--- config.mk ---
export PLATFORM = sky130hd
export DESIGN_NAME = multi_pulse_seq
export DESIGN_NICKNAME = d
export VERILOG_FILES = /design/src/rtl/multi_pulse_seq.sv
export SDC_FILE = /design/constraint.sdc
export NUM_CORES = 2
export LEC_CHECK = 0
export ABC_AREA = 1
export ABC_CLOCK_PERIOD_IN_PS = 78700
export CAP_MARGIN = 25
export CORE_MARGIN = 4
export CORE_UTILIZATION = 59
export DETAILED_ROUTE_END_ITERATION = 8
export PLACE_DENSITY_LB_ADDON = 0.1
export SLEW_MARGIN = 20
export SYNTH_ARGS = -nofsm -noshare
export SYNTH_HDL_FRONTEND = slang
export SYNTH_SLANG_ARGS = --single-unit
--- constraint.sdc ---
create_clock -name clk_pll -period 78.7 [get_ports clk_pll]
set_clock_uncertainty 0.1 [all_clocks]
set_input_delay 11.805 -clock clk_pll [delete_from_list [all_inputs] [get_ports clk_pll]]
set_output_delay 11.805 -clock clk_pll [all_outputs]
set_load 0.1 [all_outputs]
--- src/rtl/multi_pulse_seq.sv ---
// N-channel pulse sequencer on the PLL clock: a period counter drives SYNC, repeating per-channel
// pulse trains, a receiver-inhibit window and a two-level attenuator word, all from double-buffered config.
module multi_pulse_seq #(
    parameter int NCH    = 4,
    parameter int CW     = 32,
    parameter int RW     = 8,
    parameter int ATT_W  = 7,
    parameter int SYNC_W = 16
) (
    input  logic               clk_pll,
    input  logic               reset,
    input  logic               run,
    input  logic               cfg_load,
    input  logic [CW-1:0]      cfg_period,
    input  logic [NCH*CW-1:0]  cfg_delay,
    input  logic [NCH*CW-1:0]  cfg_width,
    input  logic [CW-1:0]      cfg_space,
    input  logic [RW-1:0]      cfg_nrep,
    input  logic               cfg_blk_en,
    input  logic [CW-1:0]      cfg_blk_off,
    input  logic [CW-1:0]      cfg_att_sw,
    input  logic [ATT_W-1:0]   cfg_pre_att,
    input  logic [ATT_W-1:0]   cfg_po_att,
    output logic               sync_on,
    output logic [NCH-1:0]     pulse_on,
    output logic               inhib,
    output logic [ATT_W-1:0]   att,
    output logic               wrap,
    output logic               cfg_pend
);

    typedef struct packed {
        logic [CW-1:0]     period;
        logic [NCH*CW-1:0] delay;
        logic [NCH*CW-1:0] width;
        logic [CW-1:0]     space;
        logic [RW-1:0]     nrep;
        logic              blk_en;
        logic [CW-1:0]     blk_off;
        logic [CW-1:0]     att_sw;
        logic [ATT_W-1:0]  pre_att;
        logic [ATT_W-1:0]  po_att;
    } cfg_t;

    typedef enum logic {ST_IDLE, ST_RUN} top_state_e;
    typedef enum logic [1:0] {CH_WAIT, CH_HIGH, CH_DONE} ch_state_e;

    top_state_e    state_q, state_d;
    logic [CW-1:0] count_q, count_d;
    cfg_t          cfg_in, shadow_q, shadow_d, active_q, active_d;
    logic          cfg_pend_q, cfg_pend_d;

    ch_state_e     ch_state_q [NCH];
    ch_state_e     ch_state_d [NCH];
    logic [CW-1:0] start_q    [NCH];
    logic [CW-1:0] start_d    [NCH];
    logic [CW-1:0] hcnt_q     [NCH];
    logic [CW-1:0] hcnt_d     [NCH];
    logic [RW-1:0] reps_q     [NCH];
    logic [RW-1:0] reps_d     [NCH];

    logic             sync_on_q, sync_on_d;
    logic [NCH-1:0]   pulse_on_q, pulse_on_d;
    logic             inhib_q, inhib_d;
    logic [ATT_W-1:0] att_q, att_d;
    logic             wrap_q, wrap_d;

    logic [CW-1:0] period_eff;
    logic [CW-1:0] width_i;
    logic [CW:0]   next_start;
    logic          at_wrap, load_ch, end_pulse;

    always_comb begin
        cfg_in         = '0;
        cfg_in.period  = cfg_period;
        cfg_in.delay   = cfg_delay;
        cfg_in.width   = cfg_width;
        cfg_in.space   = cfg_space;
        cfg_in.nrep    = cfg_nrep;
        cfg_in.blk_en  = cfg_blk_en;
        cfg_in.blk_off = cfg_blk_off;
        cfg_in.att_sw  = cfg_att_sw;
        cfg_in.pre_att = cfg_pre_att;
        cfg_in.po_att  = cfg_po_att;
    end

    always_comb begin
        // NOTE: every signal written here gets a default first, so no path can infer a latch.
        state_d    = state_q;
        count_d    = count_q;
        shadow_d   = cfg_load ? cfg_in : shadow_q;
        active_d   = active_q;
        cfg_pend_d = cfg_pend_q | cfg_load;
        sync_on_d  = 1'b0;
        pulse_on_d = '0;
        inhib_d    = 1'b0;
        att_d      = '0;
        wrap_d     = 1'b0;
        load_ch    = 1'b0;
        width_i    = '0;
        end_pulse  = 1'b0;
        next_start = '0;
        period_eff = (active_q.period < CW'(2)) ? CW'(2) : active_q.period;
        at_wrap    = (count_q == period_eff - CW'(1));
        for (int i = 0; i < NCH; i++) begin
            ch_state_d[i] = ch_state_q[i];
            start_d[i]    = start_q[i];
            hcnt_d[i]     = hcnt_q[i];
            reps_d[i]     = reps_q[i];
        end

        case (state_q)
            ST_IDLE: begin
                if (run) begin
                    state_d    = ST_RUN;
                    count_d    = '0;
                    active_d   = shadow_d;
                    cfg_pend_d = 1'b0;
                    load_ch    = 1'b1;
                end
            end
            ST_RUN: begin
                if (!run) begin
                    state_d = ST_IDLE;
                    count_d = '0;
                    load_ch = 1'b1;
                end else begin
                    sync_on_d = (count_q < CW'(SYNC_W));
                    inhib_d   = active_q.blk_en & (count_q < active_q.blk_off);
                    att_d     = (count_q < active_q.att_sw) ? active_q.pre_att : active_q.po_att;

                    for (int i = 0; i < NCH; i++) begin
                        width_i   = active_q.width[i*CW +: CW];
                        end_pulse = 1'b0;
                        case (ch_state_q[i])
                            CH_WAIT: begin
                                if (count_q == start_q[i] && width_i != '0) begin
                                    pulse_on_d[i] = 1'b1;
                                    hcnt_d[i]     = CW'(1);
                                    if (width_i == CW'(1)) end_pulse = 1'b1;
                                    else                   ch_state_d[i] = CH_HIGH;
                                end
                            end
                            CH_HIGH: begin
                                pulse_on_d[i] = 1'b1;
                                hcnt_d[i]     = hcnt_q[i] + CW'(1);
                                if (hcnt_d[i] == width_i) end_pulse = 1'b1;
                            end
                            default: ;
                        endcase
                        // A repeat only follows if it starts after this pulse ends and its start fits in CW bits.
                        if (end_pulse) begin
                            next_start = {1'b0, start_q[i]} + {1'b0, active_q.space};
                            if (reps_q[i] != '0 && active_q.space > width_i && !next_start[CW]) begin
                                ch_state_d[i] = CH_WAIT;
                                start_d[i]    = next_start[CW-1:0];
                                reps_d[i]     = reps_q[i] - RW'(1);
                            end else begin
                                ch_state_d[i] = CH_DONE;
                            end
                        end
                    end

                    if (at_wrap) begin
                        count_d    = '0;
                        wrap_d     = 1'b1;
                        active_d   = shadow_d;
                        cfg_pend_d = 1'b0;
                        load_ch    = 1'b1;
                    end else begin
                        count_d = count_q + CW'(1);
                    end
                end
            end
            default: ;
        endcase

        // Period start (or stop) rearms every channel from the config that will be active next.
        if (load_ch) begin
            for (int i = 0; i < NCH; i++) begin
                ch_state_d[i] = CH_WAIT;
                start_d[i]    = active_d.delay[i*CW +: CW];
                reps_d[i]     = active_d.nrep;
                hcnt_d[i]     = '0;
            end
        end
    end

    always_ff @(posedge clk_pll or posedge reset) begin
        if (reset) begin
            state_q    <= ST_IDLE;
            count_q    <= '0;
            shadow_q   <= '0;
            active_q   <= '0;
            cfg_pend_q <= 1'b0;
            sync_on_q  <= 1'b0;
            pulse_on_q <= '0;
            inhib_q    <= 1'b0;
            att_q      <= '0;
            wrap_q     <= 1'b0;
            for (int i = 0; i < NCH; i++) begin
                ch_state_q[i] <= CH_WAIT;
                start_q[i]    <= '0;
                hcnt_q[i]     <= '0;
                reps_q[i]     <= '0;
            end
        end else begin
            // NOTE: non-blocking assignments so every flop samples the pre-edge value of the others.
            state_q    <= state_d;
            count_q    <= count_d;
            shadow_q   <= shadow_d;
            active_q   <= active_d;
            cfg_pend_q <= cfg_pend_d;
            sync_on_q  <= sync_on_d;
            pulse_on_q <= pulse_on_d;
            inhib_q    <= inhib_d;
            att_q      <= att_d;
            wrap_q     <= wrap_d;
            for (int i = 0; i < NCH; i++) begin
                ch_state_q[i] <= ch_state_d[i];
                start_q[i]    <= start_d[i];
                hcnt_q[i]     <= hcnt_d[i];
                reps_q[i]     <= reps_d[i];
            end
        end
    end

    assign sync_on  = sync_on_q;
    assign pulse_on = pulse_on_q;
    assign inhib    = inhib_q;
    assign att      = att_q;
    assign wrap     = wrap_q;
    assign cfg_pend = cfg_pend_q;

endmodule

==> flow_summary_export.csv <==
group,metric,value,unit
drt,drtIter0Drc,7284,
worst_setup_path,crit_path_end_kind,"register",
yosys,synth-xor-area-share,5.38,%
floorplan,io_pins,426,
yosys,synthAdderAreaFrac,6.01,%
cts,clk_pin_slew,0.06,ns
worst_setup_path,start_kind,"primary input",
cts,clk_path_buf_depth,3,
cts,cts_root_buffer,"clkbuf_16",
yosys,synthTopCellsByCount,"nand2_1 (3,180), dfrtp_1 (1,158), inv_1 (885), nor2_1 (695), nand3_1 (519)",
grt,grt_pass1_wl,365,mm
drt,firstDrtPassIters,6,
sta,fin_crit,16.59,ns
finish,drive_gt1_share,4.74,%
cts,cts_resized,0,
sta,slew_violations,0,
worst_setup_path,cp_top_family,"buffers and inverters",
yosys,synth_flop_cell,"dfrtp_1",
yosys,yosysTopAreaCell,"dfrtp_1",
grt,track_usage,38.6,%
finish,fill_cells,9917,
yosys,synth_nets,10100,
yosys,yosysWarningCount,0,
worst_setup_path,critPathMaxFanout,135,
sta,rsz0062_at_grt,"no",
yosys,synth_area_leaders,"dfrtp_1 (42%), nand2_1 (17%), ha_1 (5.9%), inv_1 (4.8%), nor2_1 (3.8%)",
worst_setup_path,slowest_delay,0.90,ns
run,cap_violations,0,
yosys,synth-edff-count,0,
worst_setup_path,crit_type,"in -> reg",
power,total_leakage_power,39.4,nW
drt,ant_nets,0,
placement,io_buffers,425,
yosys,async_flop_share,100,%
worst_setup_path,crit_chain,"clkdlybuf4s50_1 -> buf_4 -> inv_6 -> nor2_1 -> inv_1 -> o21ai_4 -> buf_4 -> buf_4 -> buf_4 -> o21ai_0",
floorplan,die_h,351,µm
grt,antenna_found_initial,12,
placement,gp_congestion,0.996,
yosys,yosys-mux-area-fraction,0,%
placement,hpwlAfterDp,170,mm
cts,clock_latency,0.76,ns
finish,areaGrowthSynthToFinish,14.3,%
sta,fmax,0.0603,GHz
floorplan,die_w,351,µm
status,outcome,"complete, no violations",
sta,tightestPinTransition,1.17,ns
hold_path,hold_class,"reg -> reg",
yosys,synth.top_cell.area_share,41.7,%
finish,fin_nets,10400,
yosys,synth.ff_latch_count,1158,
yosys,ys_types,60,
yosys,synth.most_common_cell,"nand2_1",
yosys,syn_area,69600,µm²
worst_setup_path,crit_required,79.18,ns
drt,avgRoutedWirePerCell,21.4,µm
cts,postCtsSetupRepairBufs,0,
cts,htreeDepth,4,
yosys,syn_area_per_cell,7.40,µm²
grt,grt_pass1_vias,62400,
yosys,synth_compound_area_share,10.5,%
worst_setup_path,crit_top_cell,"buf_4",
drt,via_per_inst,5.82,
finish,final_area,79500,µm²
finish,post-route-util,68.1,%
drt,totalWireLength,242,mm
grt,grt_max_degree,177,
worst_setup_path,arrival,17.06,ns
drt,route.detailed.drc,0,
worst_setup_path,path_buf_inv,7,
drt,via_count,65800,
cts,postCtsHoldBufs,0,
grt,overflow,0,
sta,finalSetupViolCount,0,
yosys,yosys.area_share.simple,29.1,%
sta,fin_tns_setup,0,ns
floorplan,die_area,123000,µm²
cts,cts.sinks,1158,
sta,period_share,21.1,%
sta,relSlewSlack,21.2,%
sta,finalHoldViolations,0,
yosys,seq_area_frac_synth,41.7,%
floorplan,initial_utilization,59.6,%
floorplan,core_region_area,117000,µm²
power,irDropWorstVdd,0.0264,mV
placement,dpl_cell_area,74900,µm²
yosys,synth_top_family_by_area,"simple AND/OR/NAND/NOR gates",
power,pwr_density_cell,25.8,nW/µm²
cts,tritoncts,"built",
yosys,synthCells,9402,
cts,cts_buffers,131,
worst_setup_path,slowest_stage,"buf_4",
floorplan,core.rowCount,125,
-- metal layers --
| metal | share of wire (%) | routed length, µm | up-vias | track usage, % |
|---|---|---|---|---|
| met2 | 43 | 103000 | 3005 | 56.8 |
| met4 | 6.9 | 16700 | 4 | 23.6 |
| met5 | 0.048 | 115 | - | 0 |
| met3 | 9.9 | 24000 | 620 | 8.04 |
| li1 | - | - | 31000 | - |
| met1 | 40 | 97700 | 31200 | 52.6 |
-- final timing paths --
path	depth (start not counted)	end	slack (ns)	start
setup / recovery	10	active_q[23]	62.11	run
hold / removal	2	shadow_q[89]	0.37	shadow_q[89]
setup reg to reg	26	start_q[126]	72.01	active_q[397]
hold reg to reg	2	shadow_q[89]	0.37	shadow_q[89]
max in group asynchronous	7	active_q[395]	62.30	reset
min in group asynchronous	2	shadow_q[258]	11.46	reset
-- where the power goes --
part           switching [mW]  leakage [nW]  internal (mW)
Combinational           0.434          22.7          0.244
Clock                   0.262          2.20          0.376
Sequential             0.0649          14.5          0.672
Total                   0.760          39.4           1.29
-- state kept, by name (all words and copies together) (netlist names) --
signal      cells
shadow_q      407
att             7
inhib           1
cfg_pend        1
count_q        32
reps_q         32
hcnt_q        128
wrap            1
active_q      407
sync_on         1
ch_state_q      8
state_q         1
start_q       128
pulse_on        4
-- cells by family after synthesis --
logic type,count (synthesis)
AO/OA/AOI/OAI,1303
XOR/XNOR,413
adder cells (fa/ha/maj),332
buffers and inverters,1291
flip-flops,1158
AND/OR/NAND/NOR,4905
-- through the flow --
stage,cells,total power [mW],setup slack [ns],hold slack (ns)
2_1_floorplan,9402,1.20,34.18,0.336
3_3_place_gp,11100,1.39,61.24,0.347
3_5_place_dp,11100,1.40,61.17,0.354
4_1_cts,11300,2.04,61.97,0.368
5_1_grt,11300,2.16,61.47,0.382
6_report,11300,2.05,62.11,0.365
-- layout by cell type, fill, tap and decap left out, types with 96 or more instances in the layout --
| master | netlist | final |
|---|---|---|
| clkdlybuf4s50_1 | 0 | 424 |
| o21ai_0 | 504 | 502 |
| nand4_1 | 144 | 144 |
| nand3_1 | 519 | 519 |
| nor3_1 | 164 | 164 |
| ha_1 | 328 | 328 |
| buf_4 | 33 | 96 |
| clkbuf_16 | 0 | 134 |
| a21oi_1 | 478 | 478 |
| dfrtp_1 | 1158 | 1155 |
| inv_1 | 885 | 881 |
| xor2_1 | 286 | 286 |
| nor2_1 | 695 | 689 |
| nand2_1 | 3180 | 3179 |
| xnor2_1 | 118 | 118 |
-- layout make-up --
class                   instances  area (µm²)  share of cell area [%]
inverters                     901        3410                    4.29
flip-flops and latches       1158       29000                    36.5
clock buffers                 185        3850                    4.85
repair buffers                535        5240                    6.59
multi-input cells            6953       35500                    44.6
clock inverters                48         596                   0.749
diodes                         11        27.5                  0.0346
well taps                    1524        1910                    2.40
-- worst register-to-register path, delay by kind of cell (launching register included) --
kind / cells / cell delay (ns)
AOI/OAI and AO/OA: 1 / 1.05
xor gates and xnor gates: 1 / 0.24
adders and majority gates: 1 / 0.21
buffers and inverters: 5 / 1.31
DFF: 1 / 0.46
and+or+nand+nor: 18 / 3.23
Note: power is estimated with default switching activity, not from simulation.
